<file path="src/rtl/lfsr_pkg.sv">
// Shared LFSR definitions for the tap search and the downstream decrypter.
package lfsr_pkg;

  localparam int         LFSR_W        = 7;
  localparam logic [7:0] PREAMBLE_CHAR = 8'h20;
  localparam logic [3:0] PTRN_NONE     = 4'hF;

  typedef enum logic [1:0] {IDLE, LOAD, SEARCH, DONE} search_state_t;

  // Shift left, feedback bit is the parity of the tapped state bits.
  function automatic logic [LFSR_W-1:0] lfsr_next(input logic [LFSR_W-1:0] s,
                                                  input logic [LFSR_W-1:0] taps);
    return {s[LFSR_W-2:0], ^(s & taps)};
  endfunction

endpackage

</file>
<file path="src/rtl/lfsr_tap_search_preamble_buf.sv">
// Capture buffer for the encrypted preamble bytes; fills in order, stops when full.
module preamble_buf #(
  parameter int PRE_LEN = 6
) (
  input  logic                    clk,
  input  logic                    reset_n,
  input  logic                    i_clr,
  input  logic                    i_wr,
  input  logic [7:0]              i_data,
  output logic                    o_first,
  output logic                    o_last,
  output logic [PRE_LEN-1:0][7:0] o_bytes
);
  localparam int PW = $clog2(PRE_LEN + 1);
  localparam int IW = $clog2(PRE_LEN);

  logic [PW-1:0]            r_wptr;
  logic [PRE_LEN-1:0][7:0]  r_bytes;
  logic                     w_full;
  logic                     w_wr;

  assign w_full  = (r_wptr == PW'(PRE_LEN));
  assign w_wr    = i_wr && !w_full;
  assign o_first = w_wr && (r_wptr == '0);
  assign o_last  = w_wr && (r_wptr == PW'(PRE_LEN - 1));
  assign o_bytes = r_bytes;

  always_ff @(posedge clk or negedge reset_n) begin
    if (!reset_n) begin
      r_wptr  <= '0;
      r_bytes <= '0;
    end else if (i_clr) begin
      r_wptr <= '0;
    end else if (w_wr) begin
      r_bytes[r_wptr[IW-1:0]] <= i_data;
      r_wptr                  <= r_wptr + PW'(1);
    end
  end

endmodule

</file>
<file path="src/rtl/lfsr_tap_search.sv">
// Recovers the LFSR seed from a known preamble and searches the tap table for the
// pattern whose keystream reproduces the captured cipher bytes.
module lfsr_tap_search
  import lfsr_pkg::*;
#(
  parameter int         PRE_LEN  = 6,
  parameter int         NUM_PTRN = 9,
  parameter logic [7:0] PREAMBLE = PREAMBLE_CHAR
) (
  input  logic        clk,
  input  logic        reset_n,
  input  logic        start,
  input  logic        in_valid,
  input  logic [7:0]  in_data,
  output logic        in_ready,
  output logic [3:0]  ptrn_number,
  input  logic [7:0]  tap_ptrn,
  output logic        done,
  output logic        found,
  output logic [3:0]  match_ptrn,
  output logic [6:0]  seed,
  output logic [6:0]  lfsr_state
);
  localparam int IW = $clog2(PRE_LEN);

  search_state_t           r_state, w_state_nx;
  logic [3:0]              r_ptrn, w_ptrn_nx;
  logic [LFSR_W-1:0]       r_s, w_s_nx;
  logic [IW-1:0]           r_i, w_i_nx;
  logic [LFSR_W-1:0]       r_seed, w_seed_nx;
  logic                    r_done, w_done_nx;
  logic                    r_found, w_found_nx;
  logic [3:0]              r_match, w_match_nx;
  logic [LFSR_W-1:0]       r_lfsr, w_lfsr_nx;

  logic                    w_clr, w_wr, w_first, w_last, w_hit;
  logic [LFSR_W-1:0]       w_s_step;
  logic [PRE_LEN-1:0][7:0] w_bytes;
  logic                    w_unused_tap7;

  assign w_unused_tap7 = tap_ptrn[7];
  assign in_ready      = (r_state == LOAD);
  assign w_wr          = in_valid && in_ready;

  preamble_buf #(.PRE_LEN(PRE_LEN)) u_buf (
    .clk     (clk),
    .reset_n (reset_n),
    .i_clr   (w_clr),
    .i_wr    (w_wr),
    .i_data  (in_data),
    .o_first (w_first),
    .o_last  (w_last),
    .o_bytes (w_bytes)
  );

  // The MSB of every predicted byte is the preamble MSB, so compare all 8 bits.
  assign w_s_step = lfsr_next(r_s, tap_ptrn[6:0]);
  assign w_hit    = (({1'b0, w_s_step} ^ PREAMBLE) == w_bytes[r_i]);

  always_comb begin
    w_state_nx = r_state;
    w_ptrn_nx  = r_ptrn;
    w_s_nx     = r_s;
    w_i_nx     = r_i;
    w_seed_nx  = r_seed;
    w_done_nx  = r_done;
    w_found_nx = r_found;
    w_match_nx = r_match;
    w_lfsr_nx  = r_lfsr;
    w_clr      = 1'b0;
    case (r_state)
      IDLE, DONE: begin
        if (start) begin
          w_state_nx = LOAD;
          w_done_nx  = 1'b0;
          w_found_nx = 1'b0;
          w_clr      = 1'b1;
        end
      end
      LOAD: begin
        if (w_first) w_seed_nx = in_data[6:0] ^ PREAMBLE[6:0];
        if (w_last) begin
          w_ptrn_nx = '0;
          w_s_nx    = r_seed;
          w_i_nx    = IW'(1);
          // A zero seed never leaves zero, so no pattern can be identified.
          if (r_seed == '0) begin
            w_state_nx = DONE;
            w_done_nx  = 1'b1;
            w_found_nx = 1'b0;
            w_match_nx = PTRN_NONE;
            w_lfsr_nx  = '0;
          end else begin
            w_state_nx = SEARCH;
          end
        end
      end
      SEARCH: begin
        if (w_hit) begin
          if (r_i == IW'(PRE_LEN - 1)) begin
            w_state_nx = DONE;
            w_done_nx  = 1'b1;
            w_found_nx = 1'b1;
            w_match_nx = r_ptrn;
            w_lfsr_nx  = w_s_step;
          end else begin
            w_s_nx = w_s_step;
            w_i_nx = r_i + IW'(1);
          end
        end else if (r_ptrn == 4'(NUM_PTRN - 1)) begin
          w_state_nx = DONE;
          w_done_nx  = 1'b1;
          w_found_nx = 1'b0;
          w_match_nx = PTRN_NONE;
          w_lfsr_nx  = '0;
        end else begin
          w_ptrn_nx = r_ptrn + 4'd1;
          w_s_nx    = r_seed;
          w_i_nx    = IW'(1);
        end
      end
      default: w_state_nx = IDLE;
    endcase
  end

  always_ff @(posedge clk or negedge reset_n) begin
    if (!reset_n) begin
      r_state <= IDLE;
      r_ptrn  <= '0;
      r_s     <= '0;
      r_i     <= '0;
      r_seed  <= '0;
      r_done  <= 1'b0;
      r_found <= 1'b0;
      r_match <= PTRN_NONE;
      r_lfsr  <= '0;
    end else begin
      r_state <= w_state_nx;
      r_ptrn  <= w_ptrn_nx;
      r_s     <= w_s_nx;
      r_i     <= w_i_nx;
      r_seed  <= w_seed_nx;
      r_done  <= w_done_nx;
      r_found <= w_found_nx;
      r_match <= w_match_nx;
      r_lfsr  <= w_lfsr_nx;
    end
  end

  assign ptrn_number = r_ptrn;
  assign done        = r_done;
  assign found       = r_found;
  assign match_ptrn  = r_match;
  assign seed        = r_seed;
  assign lfsr_state  = r_lfsr;

endmodule

</file>
<file path="config.mk">
export PLATFORM = sky130hd
export DESIGN_NAME = lfsr_tap_search
export DESIGN_NICKNAME = d
export VERILOG_FILES = /design/src/rtl/lfsr_pkg.sv /design/src/rtl/lfsr_tap_search_preamble_buf.sv /design/src/rtl/lfsr_tap_search.sv
export SDC_FILE = /design/constraint.sdc
export NUM_CORES = 1
export LEC_CHECK = 0
export CAP_MARGIN = 20
export CORE_MARGIN = 5
export CORE_UTILIZATION = 40
export DETAILED_ROUTE_END_ITERATION = 7
export PLACE_DENSITY_LB_ADDON = 0.3
export SLEW_MARGIN = 20
export SYNTH_ARGS = -nofsm -noshare
export SYNTH_HDL_FRONTEND = slang
export SYNTH_SLANG_ARGS = --single-unit
</file>
<file path="constraint.sdc">
create_clock -name clk -period 5.78 [get_ports clk]
set_clock_uncertainty 0.15 [all_clocks]
set_input_delay 0.867 -clock clk [delete_from_list [all_inputs] [get_ports clk]]
set_output_delay 0.867 -clock clk [all_outputs]
set_load 0.02 [all_outputs]
</file>
==> results of run 1 <==
-- per-layer routing --
metal | share of wire, % | routed length (um) | vias up | track usage, %
li1 | - | - | 1476 | -
met4 | 1.4 | 139 | 0 | 6.42
met1 | 46 | 4600 | 1576 | 21.7
met3 | 4.2 | 420 | 10 | 2.80
met2 | 48 | 4760 | 68 | 25.4
met5 | 0 | 0 | - | 0
-- stage by stage --
step	hold WS (ns)	util, %
4_1_cts	0.355	49.3
6_report	0.353	49.3
3_5_place_dp	0.340	46.2
2_1_floorplan	0.324	-
3_3_place_gp	0.334	46.2
5_1_grt	0.370	49.3
-- synth_stat cells, drive strengths merged (3+ instances only) --
| library cell | number | area share [%] |
|---|---|---|
| a21oi | 12 | 1.3 |
| xnor2 | 8 | 1.6 |
| dfrtp | 83 | 46 |
| inv | 19 | 1.6 |
| nor2 | 20 | 1.7 |
| buf | 9 | 1.2 |
| mux2i | 27 | 6.0 |
| o21ai | 11 | 1.3 |
| ha | 10 | 2.8 |
| nor3b | 3 | 0.50 |
| mux4 | 3 | 1.5 |
| a21o | 4 | 0.78 |
| a31oi | 5 | 0.69 |
| or4 | 3 | 0.50 |
| nand2b | 3 | 0.42 |
| dfstp | 4 | 2.3 |
| mux2 | 63 | 16 |
| a22o | 5 | 0.97 |
| nor3 | 8 | 0.89 |
| o21a | 3 | 0.50 |
| xor2 | 5 | 0.97 |
| nand2 | 30 | 2.6 |
| clkbuf | 8 | 0.89 |
| nor4 | 4 | 0.55 |
| nand3 | 10 | 1.1 |
-- how the worst min path moves through the flow --
stage | start | depth (start not counted) | endpoint
floorplan | u_buf.o_bytes[16] | 1 | u_buf.o_bytes[16]
detailed placement | u_buf.o_bytes[31] | 1 | u_buf.o_bytes[31]
global placement | u_buf.o_bytes[16] | 1 | u_buf.o_bytes[16]
finish | u_buf.o_bytes[8] | 1 | u_buf.o_bytes[8]
CTS | u_buf.o_bytes[28] | 1 | u_buf.o_bytes[28]
global route | u_buf.o_bytes[18] | 1 | u_buf.o_bytes[18]
-- layout make-up --
cell class	count	area (sq um)	area share (%)
multi-input combinational	265	2170	40.2
clock inverter	4	77.6	1.44
sequential	87	2180	40.4
clock buffer	12	256	4.75
timing repair buffer	47	462	8.56
inverter	19	71.3	1.32
tap	140	175	3.25
-- power groups by stage --
stage	registers, mW	logic [mW]	clock network [mW]
6_report	0.978	0.929	0.639
5_1_grt	1.01	1.03	0.679
4_1_cts	0.974	0.938	0.651
3_5_place_dp	0.985	0.931	0
3_3_place_gp	0.975	0.912	0
2_1_floorplan	0.929	0.704	0
-- state kept, by name, indices dropped and copies added, names as in the netlist --
signal,count
ptrn_number,4
u_buf.o_bytes,48
lfsr_state,7
seed,7
r_s,7
r_i,3
match_ptrn,4
r_state,2
done,1
u_buf.r_wptr,3
found,1
-- cell families after synthesis --
| group | after synthesis |
|---|---|
| AO/OA/AOI/OAI | 51 |
| XOR/XNOR | 15 |
| adder cells (fa/ha/maj) | 10 |
| buffers and inverters | 36 |
| flip-flops | 87 |
| multiplexers | 93 |
| AND/OR/NAND/NOR | 96 |
==> reports/results.tsv, run 1 <==
stage	metric	value	unit
synth	Post-synth ARST share	100	%
synth	EDFF count, synth	0	
sta	Final TNS setup	0	ns
die	die area	13500	sq um
sta	part of the cycle the worst path needs	68.3	%
critical_path	worst setup path end	lfsr_state[2]	
critical_path	CP delay by family, top	multiplexers	
pwr	internal power	1.68	mW
pwr	Final Power	2.54	mW
critical_path	crit path DAT	4.02	ns
critical_path	CP Launch Type	flip-flop	
synth	register area share after synthesis	48.3	%
synth	compound-cell area share of the yosys netlist	7.54	%
synth	main combinational cell family by area after synthesis	multiplexers	
global_route	Overflow after GRT	0	
drt	via/cell ratio	5.45	
final_layout	final std cells w/o fill	574	
synth	Mapped Avg Cell Area	11.6	sq um
drt	DRC violations left	0	
clock_tree	Post-CTS Hold Buffers	0	
placed_design	Post-Place Worst Slack	1.56	ns
drt	Routed WL	9.92	mm
critical_path	FF-to-FF Start	r_i[0]	
final_layout	most common cell after layout, fill and taps aside	dfrtp_1	
sta	min Tclk post-route	3.95	ns
outcome	status	finished clean	
critical_path	Critical Path RT	5.85	ns
critical_path	crit path max-delay cell type	dfrtp_1	
synth	Synth Area in Simple Gates	10.8	%
clock_tree	Worst-path clk slew	0.06	ns
drt	DRT iter0 DRCs	196	
sta	setup ws final	1.83	ns
drt	Routed Antenna Nets	0	
final_layout	fraction of layout cells with a size suffix above 1	23.5	%
clock_tree	post-cts resize count	0	
final_layout	fillcell total	997	
critical_path	CP max stage delay	0.99	ns
critical_path	reg-to-reg slack, setup	1.83	ns
critical_path	CP cell instances	mux4_2 -> xor2_1 -> nor2_1 -> o211ai_1 -> or4_1 -> mux2_4 -> nand2_2 -> mux2_2	
sta	Final Max Slew Viols	0	
pwr	Switching Fraction	34.0	%
synth	Yosys cell types	55	
clock_tree	CTS tree	done	
pwr	Clock Power Share	25.1	%
sta	RSZ-0062 raised after global routing	false	
critical_path	CP Depth	8	
final_layout	n_diodes	0	
placed_design	Placer Congestion	0.759	
flow_run	max_cap viols	0	
pwr	Switch Pwr	866	uW
die	die width	116	um
drt	drt pass-1 iters	6	
synth	mapped cell area	4510	sq um
synth	xor/xnor cell area share of the yosys netlist	3.55	%
global_route	vias in the first global route	3179	
pwr	Peak VDD IR	0.201	mV
pwr	share of total power in combinational logic	36.5	%
critical_path	Worst Setup SP	r_i[0]	
synth	register bit total from synthesis	87	
global_route	GRT Overall Usage	15.9	%
critical_path	worst reg2reg path endpoint	lfsr_state[2]	
final_layout	Final nets	459	
global_route	initial antenna violation count	0	
synth	Synth Net Count	418	
die	I/O pin cnt	45	
sta	Peak Freq	253	MHz
min_path	HP Class	flip-flop to flip-flop	
die	Initial Utilization	41.3	%
final_layout	Post-Layout Inst Area	5400	sq um
clock_tree	CTS root buffer	clkbuf_16	
clock_tree	clk sinks	87	
critical_path	WP buf/inv	0	
die	# rows	38	
critical_path	Worst Setup Path Type	flip-flop to flip-flop	
synth	Synthesis Warnings	0	
sta	# setup viols final	0	
synth	Synth Area in Adders	2.77	%
die	CORE AREA	10900	sq um
global_route	first-pass GRT wire length	16.7	mm
pwr	Static Leak	2.51	nW
clock_tree	Clock Tree Buf Depth	2	
placed_design	Inst Count DP	558	
clock_tree	Num CTS Buffers	9	
synth	mux share of post-synthesis cell area	23.3	%
drt	Via Count	3130	
clock_tree	H-tree Lvls	3	
placed_design	Cell Area, Placed	5060	sq um
clock_tree	clk_lat worst skew	0.34	ns
synth	Most used DFF post-synth	dfrtp_1	
drt	WL/cell	17.3	um
sta	Slew HR	33.8	%
critical_path	CP Max Fanout	21	
final_layout	commonest non-fill, non-tap cells in the layout	83 x dfrtp_1, 62 x mux2_2, 42 x clkdlybuf4s50_1	
clock_tree	Setup Buffers After CTS	0	
synth	Post-Synthesis Cells	388	
pwr	sequential share of power	38.4	%
final_layout	area grow syn2layout	19.5	%
critical_path	CP Capture Type	flip-flop	
placed_design	I/O Buffers	43	
global_route	largest net degree at the start of global routing	88	
die	Die Y	116	um
pwr	P per Cell Area	472	nW/um^2
sta	Hold Violations, Final	0	
sta	actual slew at the worst max-slew pin	0.992	ns
critical_path	depth of the most critical reg-to-reg path	8	
placed_design	hpwl dp	6.97	mm
(Power assumes the default switching activity.)
==> run 2, diff against run 1 <==
clock period = 3.35 ns   (was 5.78 ns; I/O delays follow)
==> reports/results.tsv, run 2 (synthesized netlist as in run 1, its figures left out) <==
stage	metric	value	unit	change
outcome	status	finished clean		
final_layout	commonest non-fill, non-tap cells in the layout	82 x dfrtp_1, 62 x mux2_2, 42 x clkdlybuf4s50_1		
clock_tree	CTS tree	done		
placed_design	Placer Congestion	0.818		+7.8%
drt	DRT iter0 DRCs	200		+2.0%
placed_design	hpwl dp	7.54	mm	+8.1%
final_layout	most common cell after layout, fill and taps aside	dfrtp_1		
final_layout	final std cells w/o fill	596		+3.8%
die	# rows	38		unchanged
critical_path	Critical Path RT	3.46	ns	-2.39 ns
sta	Hold Violations, Final	0		unchanged
critical_path	reg-to-reg slack, setup	0.18	ns	-1.65 ns
global_route	vias in the first global route	3269		+2.8%
die	Die Y	116	um	unchanged
drt	via/cell ratio	5.40		-1.0%
critical_path	CP Max Fanout	10		-52%
sta	# setup viols final	0		unchanged
pwr	P per Cell Area	824	nW/um^2	+75%
global_route	GRT Overall Usage	16.4	%	+0.42 points
global_route	grt met3 use	3.73	%	+0.93 points
sta	Peak Freq	309	MHz	
flow_run	max_cap viols	0		unchanged
final_layout	fillcell total	990		-0.70%
global_route	initial antenna violation count	0		unchanged
final_layout	Multi-input gate area	2170	sq um	about the same
global_route	first-pass GRT wire length	17.1	mm	+2.7%
placed_design	I/O Buffers	43		unchanged
final_layout	Final Core Density	51.0	%	+1.6 points
sta	Final TNS setup	0	ns	unchanged
pwr	Peak VDD IR	0.338	mV	+68%
drt	drt pass-1 iters	4		-2
final_layout	register area	2180	sq um	about the same
min_path	HP Class	input pin to asynchronous set/reset pin		
clock_tree	Clock Tree Buf Depth	2		unchanged
clock_tree	H-tree Lvls	3		unchanged
drt	WL/cell	17.2	um	-0.44%
die	die width	116	um	unchanged
pwr	Static Leak	2.61	nW	+4.1%
sta	RSZ-0062 raised after global routing	false		
sta	Final Max Slew Viols	0		unchanged
global_route	met2 GRT Util	26.8	%	+1.4 points
final_layout	area grow syn2layout	23.5	%	
clock_tree	clk_lat worst skew	0.34	ns	about the same
sta	part of the cycle the worst path needs	96.7	%	
critical_path	CP Launch Type	input pin		
clock_tree	Num CTS Buffers	9		unchanged
drt	DRC violations left	0		unchanged
final_layout	n_diodes	0		unchanged
global_route	met1 GRT Util	21.9	%	+0.28 points
critical_path	CP Capture Type	flip-flop		
clock_tree	Setup Buffers After CTS	0		unchanged
drt	Routed Antenna Nets	0		unchanged
clock_tree	Worst-path clk slew	0.06	ns	about the same
drt	Via Count	3216		+2.7%
die	die area	13500	sq um	unchanged
drt	Routed WL	10.3	mm	+3.4%
clock_tree	clk sinks	87		unchanged
sta	actual slew at the worst max-slew pin	0.782	ns	-0.211 ns
final_layout	fraction of layout cells with a size suffix above 1	27.4	%	+3.9 points
global_route	Overflow after GRT	0		unchanged
die	Initial Utilization	41.3	%	unchanged
sta	min Tclk post-route	3.24	ns	
final_layout	Final nets	481		+4.8%
global_route	largest net degree at the start of global routing	88		unchanged
die	I/O pin cnt	45		unchanged
clock_tree	Post-CTS Hold Buffers	0		unchanged
die	CORE AREA	10900	sq um	unchanged
sta	Slew HR	47.9	%	+14 points
final_layout	max reg flops	48		unchanged
critical_path	Worst Setup Path Type	input pin to flip-flop		
clock_tree	CTS root buffer	clkbuf_16		
placed_design	Inst Count DP	580		+3.9%
critical_path	crit path DAT	3.35	ns	-0.67 ns
global_route	gr busiest metal	met2		
-- run 2: worst max-delay path, cell delays in order --
cell,delay [ns]
clkdlybuf4s50_1,0.46
nand2_1,0.06
xnor3_1,0.36
xnor3_2,0.43
xnor2_1,0.16
or4_4,0.53
mux2_4,0.33
buf_4,0.17
nand3_1,0.13
mux2i_1,0.20
-- run 2: per-layer routing --
metal	up-vias	wire, um
met5	-	0
met4	0	106
met3	10	542
met2	71	5000
met1	1621	4600
li1	1514	-
-- run 2: metrics by stage --
stage	cell area [sq um]	worst slack [ns]	hold slack, ns	power (mW)
6_report	5570	0.109	0.0538	4.59
4_1_cts	5570	0.0433	0.263	4.62
3_3_place_gp	5220	-0.255	0.334	3.39
2_1_floorplan	4510	0.196	0.0569	2.82
3_5_place_dp	5220	-0.308	0.343	3.45
5_1_grt	5570	0.0193	0.149	4.87
-- run 2: what timing repair did --
action / in CTS / in global routing
endpoints found under the setup margin: 5 / 13
cloned: 0 / 0
resized for setup: 1 / 1
-- run 2: where the power goes --
part / internal (mW) / switching, mW
combinational: 0.933 / 0.858
sequential: 1.37 / 0.273
clock: 0.749 / 0.410
total: 3.05 / 1.54
-- run 2: area by class of cell --
type	count	share of cell area (%)
sequential	87	39.2
timing repair buffer	69	11.2
inverter	19	1.28
clock buffer	11	4.35
multi-input combinational	265	38.9
clock inverter	5	1.89
tap	140	3.14
-- run 2: path summary, 6_finish.rpt --
kind,end,cells after the start,start
setup / recovery,done,10,tap_ptrn[0]
hold / removal,found,1,reset_n
setup reg to reg,done,11,r_i[1]
hold reg to reg,u_buf.o_bytes[39],1,u_buf.o_bytes[39]
max in group asynchronous,r_i[0],1,reset_n
min in group clk,u_buf.o_bytes[39],1,u_buf.o_bytes[39]
